<file path="src/rtl/instruction_fetch_if.sv">
// Fetch-side bus: instruction memory port, branch redirect and decode handshake.
// master = fetch unit, slave = memory/decode/branch environment.
interface instruction_fetch_if #(
    parameter int unsigned N = 7
);
    logic [N-1:0] im_addr;
    logic [31:0]  im_data;
    logic         branch_taken;
    logic [N-1:0] branch_target;
    logic         out_valid;
    logic         out_ready;
    logic [31:0]  out_instr;
    logic [N-1:0] out_pc;

    modport master (
        output im_addr, out_valid, out_instr, out_pc,
        input  im_data, branch_taken, branch_target, out_ready
    );

    modport slave (
        input  im_addr, out_valid, out_instr, out_pc,
        output im_data, branch_taken, branch_target, out_ready
    );
endinterface

</file>
<file path="src/rtl/instruction_fetch.sv">
// Instruction fetch front end: owns the fetch PC, hides the one-cycle memory latency
// behind a 2-entry output FIFO and flushes on branch redirects.
module instruction_fetch #(
    parameter int unsigned   N        = 7,
    parameter logic [N-1:0]  RESET_PC = '0
) (
    input  logic                clka,
    input  logic                rst,
    instruction_fetch_if.master bus
);

    logic [N-1:0] fetch_pc;
    logic         inflight;
    logic [N-1:0] inflight_pc;
    logic [1:0]   occ;
    logic [31:0]  head_instr, tail_instr;
    logic [N-1:0] head_pc, tail_pc;

    logic         pop, push, issue;
    logic [2:0]   credit;

    assign bus.im_addr   = bus.branch_taken ? bus.branch_target : fetch_pc;
    assign bus.out_valid = (occ != 2'd0);
    assign bus.out_instr = head_instr;
    assign bus.out_pc    = head_pc;

    // A redirect voids any handshake and discards the response arriving this cycle.
    assign pop    = bus.out_valid & bus.out_ready & ~bus.branch_taken;
    assign push   = inflight & ~bus.branch_taken;
    assign credit = {1'b0, occ} + {2'b00, inflight} - {2'b00, pop};
    assign issue  = bus.branch_taken | (credit < 3'd2);

    always_ff @(posedge clka or posedge rst) begin
        if (rst) begin
            fetch_pc    <= RESET_PC;
            inflight    <= 1'b0;
            inflight_pc <= '0;
            occ         <= 2'd0;
            head_instr  <= '0;
            head_pc     <= '0;
            tail_instr  <= '0;
            tail_pc     <= '0;
        end else begin
            inflight <= issue;
            if (issue) begin
                inflight_pc <= bus.im_addr;
                fetch_pc    <= bus.im_addr + 1'b1;
            end

            if (bus.branch_taken) begin
                occ <= 2'd0;
            end else begin
                case ({push, pop})
                    2'b10: begin
                        if (occ == 2'd0) begin
                            head_instr <= bus.im_data;
                            head_pc    <= inflight_pc;
                        end else begin
                            tail_instr <= bus.im_data;
                            tail_pc    <= inflight_pc;
                        end
                        occ <= occ + 2'd1;
                    end
                    2'b01: begin
                        head_instr <= tail_instr;
                        head_pc    <= tail_pc;
                        occ        <= occ - 2'd1;
                    end
                    2'b11: begin
                        // Occupancy unchanged; the new word goes behind whatever remains.
                        if (occ == 2'd2) begin
                            head_instr <= tail_instr;
                            head_pc    <= tail_pc;
                            tail_instr <= bus.im_data;
                            tail_pc    <= inflight_pc;
                        end else begin
                            head_instr <= bus.im_data;
                            head_pc    <= inflight_pc;
                        end
                    end
                    default: ;
                endcase
            end
        end
    end

endmodule

</file>
<file path="src/flat_wrapper.sv">
// flat-port wrapper written by rule: the top's interface ports become plain ports
module instruction_fetch_flat 
#(
    parameter int unsigned   N        = 7,
    parameter logic [N-1:0]  RESET_PC = '0
)
  (clka, rst, bus_im_addr, bus_out_valid, bus_out_instr, bus_out_pc, bus_im_data, bus_branch_taken, bus_branch_target, bus_out_ready);
  instruction_fetch_if #(.N(N)) bus_i ();
  input  logic clka;
  input  logic rst;
  output wire logic [$bits(bus_i.im_addr)-1:0] bus_im_addr;
  output wire logic [$bits(bus_i.out_valid)-1:0] bus_out_valid;
  output wire logic [$bits(bus_i.out_instr)-1:0] bus_out_instr;
  output wire logic [$bits(bus_i.out_pc)-1:0] bus_out_pc;
  input wire logic [$bits(bus_i.im_data)-1:0] bus_im_data;
  input wire logic [$bits(bus_i.branch_taken)-1:0] bus_branch_taken;
  input wire logic [$bits(bus_i.branch_target)-1:0] bus_branch_target;
  input wire logic [$bits(bus_i.out_ready)-1:0] bus_out_ready;
  assign bus_im_addr = bus_i.im_addr;
  assign bus_out_valid = bus_i.out_valid;
  assign bus_out_instr = bus_i.out_instr;
  assign bus_out_pc = bus_i.out_pc;
  assign bus_i.im_data = bus_im_data;
  assign bus_i.branch_taken = bus_branch_taken;
  assign bus_i.branch_target = bus_branch_target;
  assign bus_i.out_ready = bus_out_ready;
  instruction_fetch #(.N(N), .RESET_PC(RESET_PC)) u_core (.clka(clka), .rst(rst), .bus(bus_i));
endmodule
</file>
<file path="config.mk">
export PLATFORM = sky130hd
export DESIGN_NAME = instruction_fetch_flat
export DESIGN_NICKNAME = d
export VERILOG_FILES = /design/src/rtl/instruction_fetch_if.sv /design/src/rtl/instruction_fetch.sv /design/src/flat_wrapper.sv
export SDC_FILE = /design/constraint.sdc
export NUM_CORES = 1
export LEC_CHECK = 0
export ABC_AREA = 0
export CAP_MARGIN = 0
export CELL_PAD_IN_SITES_DETAIL_PLACEMENT = 1
export CELL_PAD_IN_SITES_GLOBAL_PLACEMENT = 2
export CORE_MARGIN = 2
export CORE_UTILIZATION = 30
export DETAILED_ROUTE_END_ITERATION = 7
export PLACE_DENSITY = 0.72
export SYNTH_ARGS = -nofsm -noshare
export SYNTH_HDL_FRONTEND = slang
export SYNTH_SLANG_ARGS = --single-unit
export TNS_END_PERCENT = 100
</file>
<file path="constraint.sdc">
create_clock -name clka -period 3.65 [get_ports clka]
set_clock_uncertainty 0.1 [all_clocks]
set_input_delay 0.9125 -clock clka [delete_from_list [all_inputs] [get_ports clka]]
set_output_delay 0.9125 -clock clka [all_outputs]
set_load 0.03 [all_outputs]
</file>
After elaboration in Yosys (flattened, before gate mapping). Index checks and enable logic that the tools add are counted.

Flip-flop bits (word level): 95. Input bits: 43. Output and inout bits: 47.

Order comparisons: 1. Reductions and logical operators: 7. Equal/unequal tests: 7. Bitwise gates (word level): 5. Multiplexer cells: 15. $add $sub $neg: 5.

Operator list (number): $mux 32 (4); $pmux 32 s3 (1); $pmux 32 s2 (1); $mux 7 (5); $pmux 7 s3 (1); $pmux 7 s2 (1); $add 7x1->7 const B (1); $eq 2x2->1 const B (3); $reduce_bool 3->1 (2); $ne 2x1->1 const B (2); $pmux 2 s2 (1); $reduce_and 4->1 (1); $reduce_bool 2->1 (2); $add 2x1->3 (1); $and 1x1->1 (3); $lt 3x2->1 const B (1); $reduce_and 3->1 (1); $sub 3x1->3 (1); $add 2x1->2 const B (1); $eq 2x1->1 const B (1); $logic_not 2->1 (1); $mux 2 (1); $ne 2x2->1 const B (1); $sub 2x1->2 const B (1); 2 further kinds (2).

Longest topological paths before layout.
Depth after elaboration: 6. Depth in mapped cells: 11.

Worst setup path after synthesis. No wires, ideal clock.

Path type: input -> register. From: in bus_out_ready. To: reg u_core.fetch_pc[1]. Data arrival time: 2.682 ns. Path slack: 0.744 ns. Stages: 9. Path buffers: 2. Path through: buf_2 nor2b_1 xnor2_1 nor2_1 fa_1 xnor2_1 o21bai_2 buf_2 mux2_2.

Word-level cells in the longest chain between the ends: 5.

Ends and longest elaborated chain: from (decl) (RTL line flat_wrapper.sv:18) `input wire logic [$bits(bus_i.out_ready)-1:0] bus_out_ready;`; $and 1x1->1 (2 in a row) (RTL line instruction_fetch.sv:28) `assign pop = bus.out_valid & bus.out_ready & ~bus.branch_taken;`; $sub 3x1->3 (RTL line instruction_fetch.sv:30) `assign credit = {1'b0, occ} + {2'b00, inflight} - {2'b00, pop};`; $lt 3x2->1 (RTL line instruction_fetch.sv:31) `assign issue = bus.branch_taken | (credit < 3'd2);`; $or 1x1->1 (RTL line instruction_fetch.sv:31); to (signal assigned) (RTL line instruction_fetch.sv:47) `fetch_pc <= bus.im_addr + 1'b1;`; to (decl) (RTL line instruction_fetch.sv:12) `logic [N-1:0] fetch_pc;`.

Every way passes these cells. A chain may end at the register's enable or synchronous reset.

Worst setup path in the final report.
From: in bus_branch_taken. To: out bus_im_addr[3].

Word-level cells in the longest chain between the ends: 1.

Ends and longest elaborated chain: from (decl) (RTL line flat_wrapper.sv:16) `input wire logic [$bits(bus_i.branch_taken)-1:0] bus_branch_taken;`; $mux 7 (RTL line instruction_fetch.sv:22) `assign bus.im_addr = bus.branch_taken ? bus.branch_target : fetch_pc;`; to (decl) (RTL line flat_wrapper.sv:11) `output wire logic [$bits(bus_i.im_addr)-1:0] bus_im_addr;`.

Every way passes these cells.

==> results_dict.tcl <==
set metrics [dict create \
    diodes 0 \
    syn_area_per_cell_sq_um 10.9 \
    wl_microns 12700 \
    drc 0 \
    synth_edf_count 0 \
    die_w_microns 130 \
    p_comb_share_pct 48.9 \
    netlist.area_leader.share_pct 50.1 \
    regArea_sq_um 2380 \
    stdcell_count 736 \
    yosysWarnings 0 \
    dpl.hpwl_microns 8360 \
    dpl-instance-area_sq_um 5900 \
    worst-setup-path-type "input port to primary output" \
    period_share_pct 97.8 \
    drtIter0Drc 146 \
    p_sw_mw 2.24 \
    cts_hold_buf 0 \
    drive_gt1_share_pct 19.8 \
    io_buffers 89 \
    postCtsSetupRepairBufs 0 \
    yosys_register_bits 95 \
    clock-sinks 95 \
    hold_ws_ps 387 \
    place.gp.congestion 0.777 \
    p_leak_nw 2.65 \
    max_slew_margin_pct 59.4 \
    worst_ep_arrival_time_ps 2560 \
    synth_area_leaders "dfrtp_1, mux2_2, a21oi_1" \
    seqPwrFrac_pct 33.5 \
    path_clk_slew_ps 60 \
    crit_path_max_fanout 16 \
    switching_share_pct 39.1 \
    max_stage_delay_ps 600 \
    cts_resized 0 \
    overflow 0 \
    multiInputGateArea_sq_um 2070 \
    hold_path.class "flop to flop" \
    ir_drop_v 0.000333 \
    synth_cell_types 44 \
    avgViaCountPerCell 5.03 \
    antenna_found_initial 0 \
    numCtsBuffers 9 \
    fmax_mhz 280 \
    path_cells "clkdlybuf4s50_1 > buf_12 > mux2_2 > clkdlybuf4s50_1" \
    synthTopCellsByCount "dfrtp_1, mux2_2, nand2_1" \
    cp-start-kind "input port" \
    worst_slew_pin_slew_ps 608 \
    power_mw 5.74 \
    start_util_pct 31.0 \
    ys_async_sr_fraction_pct 100 \
    synth_nets 482 \
    synth_top_cell_by_area "dfrtp_1" \
    grt_use_total_pct 15.8 \
    p_clk_share_pct 17.6 \
    rsz0062_at_grt "false" \
    grt_start_max_net_pins 55 \
    fin_nets 565 \
    syn_to_final_growth_pct 30.6 \
    internal_power_mw 3.49 \
    timing_hold_violations_final 0 \
    design.core.area_sq_um 15300 \
    slew_viol_final 0 \
    synthCells 437 \
    clk_latency_ps 350 \
    num_rows 45 \
    dp.cells 720 \
    boundaryPins 90 \
    power.density_nw_per_um2 925 \
    final.setup.worst_slack_ps 79.6 \
    cp_num_buf_inv 3 \
    ys_dominant_reg_cell "dfrtp_1" \
    clockRootBuffer "clkbuf_16" \
    route.vias.total 3699 \
    postLayoutCellArea_sq_um 6200 \
    cts_tree "yes" \
    synth.most_common_cell "dfrtp_1" \
    critical_path.slowest_cell "clkdlybuf4s50_1" \
    ys_seq_area_share_pct 50.1 \
    setup_viol 0 \
    final_util_pct 40.5 \
    synth_area_sq_um 4750 \
    cp-end-kind "primary output" \
    maxCapViolations 0 \
    fin_setup_tns_ps 0 \
    status "complete, no violations" \
    grt_pass1_wl_microns 21000 \
    critPathTopFamily "buffers and inverters" \
    pre_cts_ws_ps 75.4 \
    htreeDepth 3 \
    clockBufferDepth 2 \
    drtPass1Iterations 4 \
    fillers 1707 \
    fp.dieArea_sq_um 16900 \
    first_global_vias 4119 \
    drtAntennaViolNets 0 \
    die_h_microns 130 \
    cpMostUsedCell "clkdlybuf4s50_1" \
    required_ps 2640 \
    timing.final.crit_period_ps 3570 \
    wl_per_cell_microns 17.2 \
]
==> power groups by stage <==
stage | Clock (mW) | Combinational, mW | Sequential, mW
after detailed placement | 0 | 2.84 | 1.95
final | 1.01 | 2.81 | 1.92
after global placement | 0 | 2.75 | 1.92
after floorplan | 0 | 1.50 | 2.27
after CTS | 1.04 | 2.85 | 1.93
after global routing | 1.08 | 3.06 | 2.00
==> registers in the layout (all words and copies together) (netlist names) <==
| name | flops |
|---|---|
| u_core.inflight | 1 |
| u_core.occ | 2 |
| u_core.inflight_pc | 7 |
| u_core.tail_instr | 32 |
| u_core.fetch_pc | 7 |
| u_core.bus.out_pc | 7 |
| u_core.tail_pc | 7 |
| u_core.bus.out_instr | 32 |
==> cells by family (layout without fill, tap and decap cells) <==
logic type,count (synthesis),in the layout,share of synthesized area (%)
compound gates,131,131,20.0
flops,95,95,50.1
simple gates,79,79,7.43
buf+inv,67,155,6.72
mux,55,55,13.6
xor+xnor,8,8,1.48
fa+ha+maj,2,2,0.685
==> per-layer routing <==
metal	wire, microns	up-vias	track usage (%)	share of wire (%)
li1	-	1728	-	-
met1	5910	1885	20.3	47
met2	6060	73	27.1	48
met3	506	13	2.87	4.0
met4	182	0	5.06	1.4
met5	0	-	0	0
==> worst paths after layout <==
check	start	cells after the start	slack, ps	end
max in group asynchronous	rst	3	1860	u_core.inflight_pc[0]
min	u_core.tail_instr[29]	2	390	u_core.tail_instr[29]
min reg2reg	u_core.tail_instr[29]	2	390	u_core.tail_instr[29]
max	bus_branch_taken	4	80	bus_im_addr[3]
min in group asynchronous	rst	2	880	u_core.bus.out_instr[31]
max reg2reg	u_core.inflight	7	1190	u_core.inflight_pc[3]
==> tightest hold or removal path, delay by kind of cell, from the launching register on <==
kind	cells	cell delay, ps
flip-flops	1	340
AO/OA/AOI/OAI	1	60
AND/OR/NAND/NOR	1	50
==> area by class of cell <==
| class | count | share of cell area [%] |
|---|---|---|
| Sequential cell | 95 | 38.3 |
| Multi-Input combinational cell | 275 | 33.3 |
| Timing Repair Buffer | 106 | 17.1 |
| Tap cell | 211 | 4.26 |
| Clock buffer | 12 | 3.81 |
| Inverter | 33 | 2.04 |
| Clock inverter | 4 | 1.13 |
==> layout by cell type, fill, tap and decap left out, types with 2 or more instances in the layout <==
cell type	Yosys	routed
o22a_1	13	13
xnor2_1	8	8
buf_12	0	4
dfrtp_1	95	95
o21bai_1	13	13
clkdlybuf4s50_1	0	87
clkbuf_16	0	9
nand2_1	35	35
nand4_1	2	2
o221ai_1	14	14
nor2b_1	3	3
a21oi_1	33	33
o22ai_1	11	11
mux2_2	41	41
bufinv_16	0	2
clkinv_2	0	2
nand3_1	4	3
mux2_4	9	9
inv_1	32	31
o21ai_0	12	12
nand4b_1	2	2
a21boi_0	13	13
mux2i_1	4	4
buf_4	6	15
nor2_1	24	24
o221a_2	14	14
clkbuf_1	6	3
nand2b_1	3	3
Power figures use the tool's default switching activity.
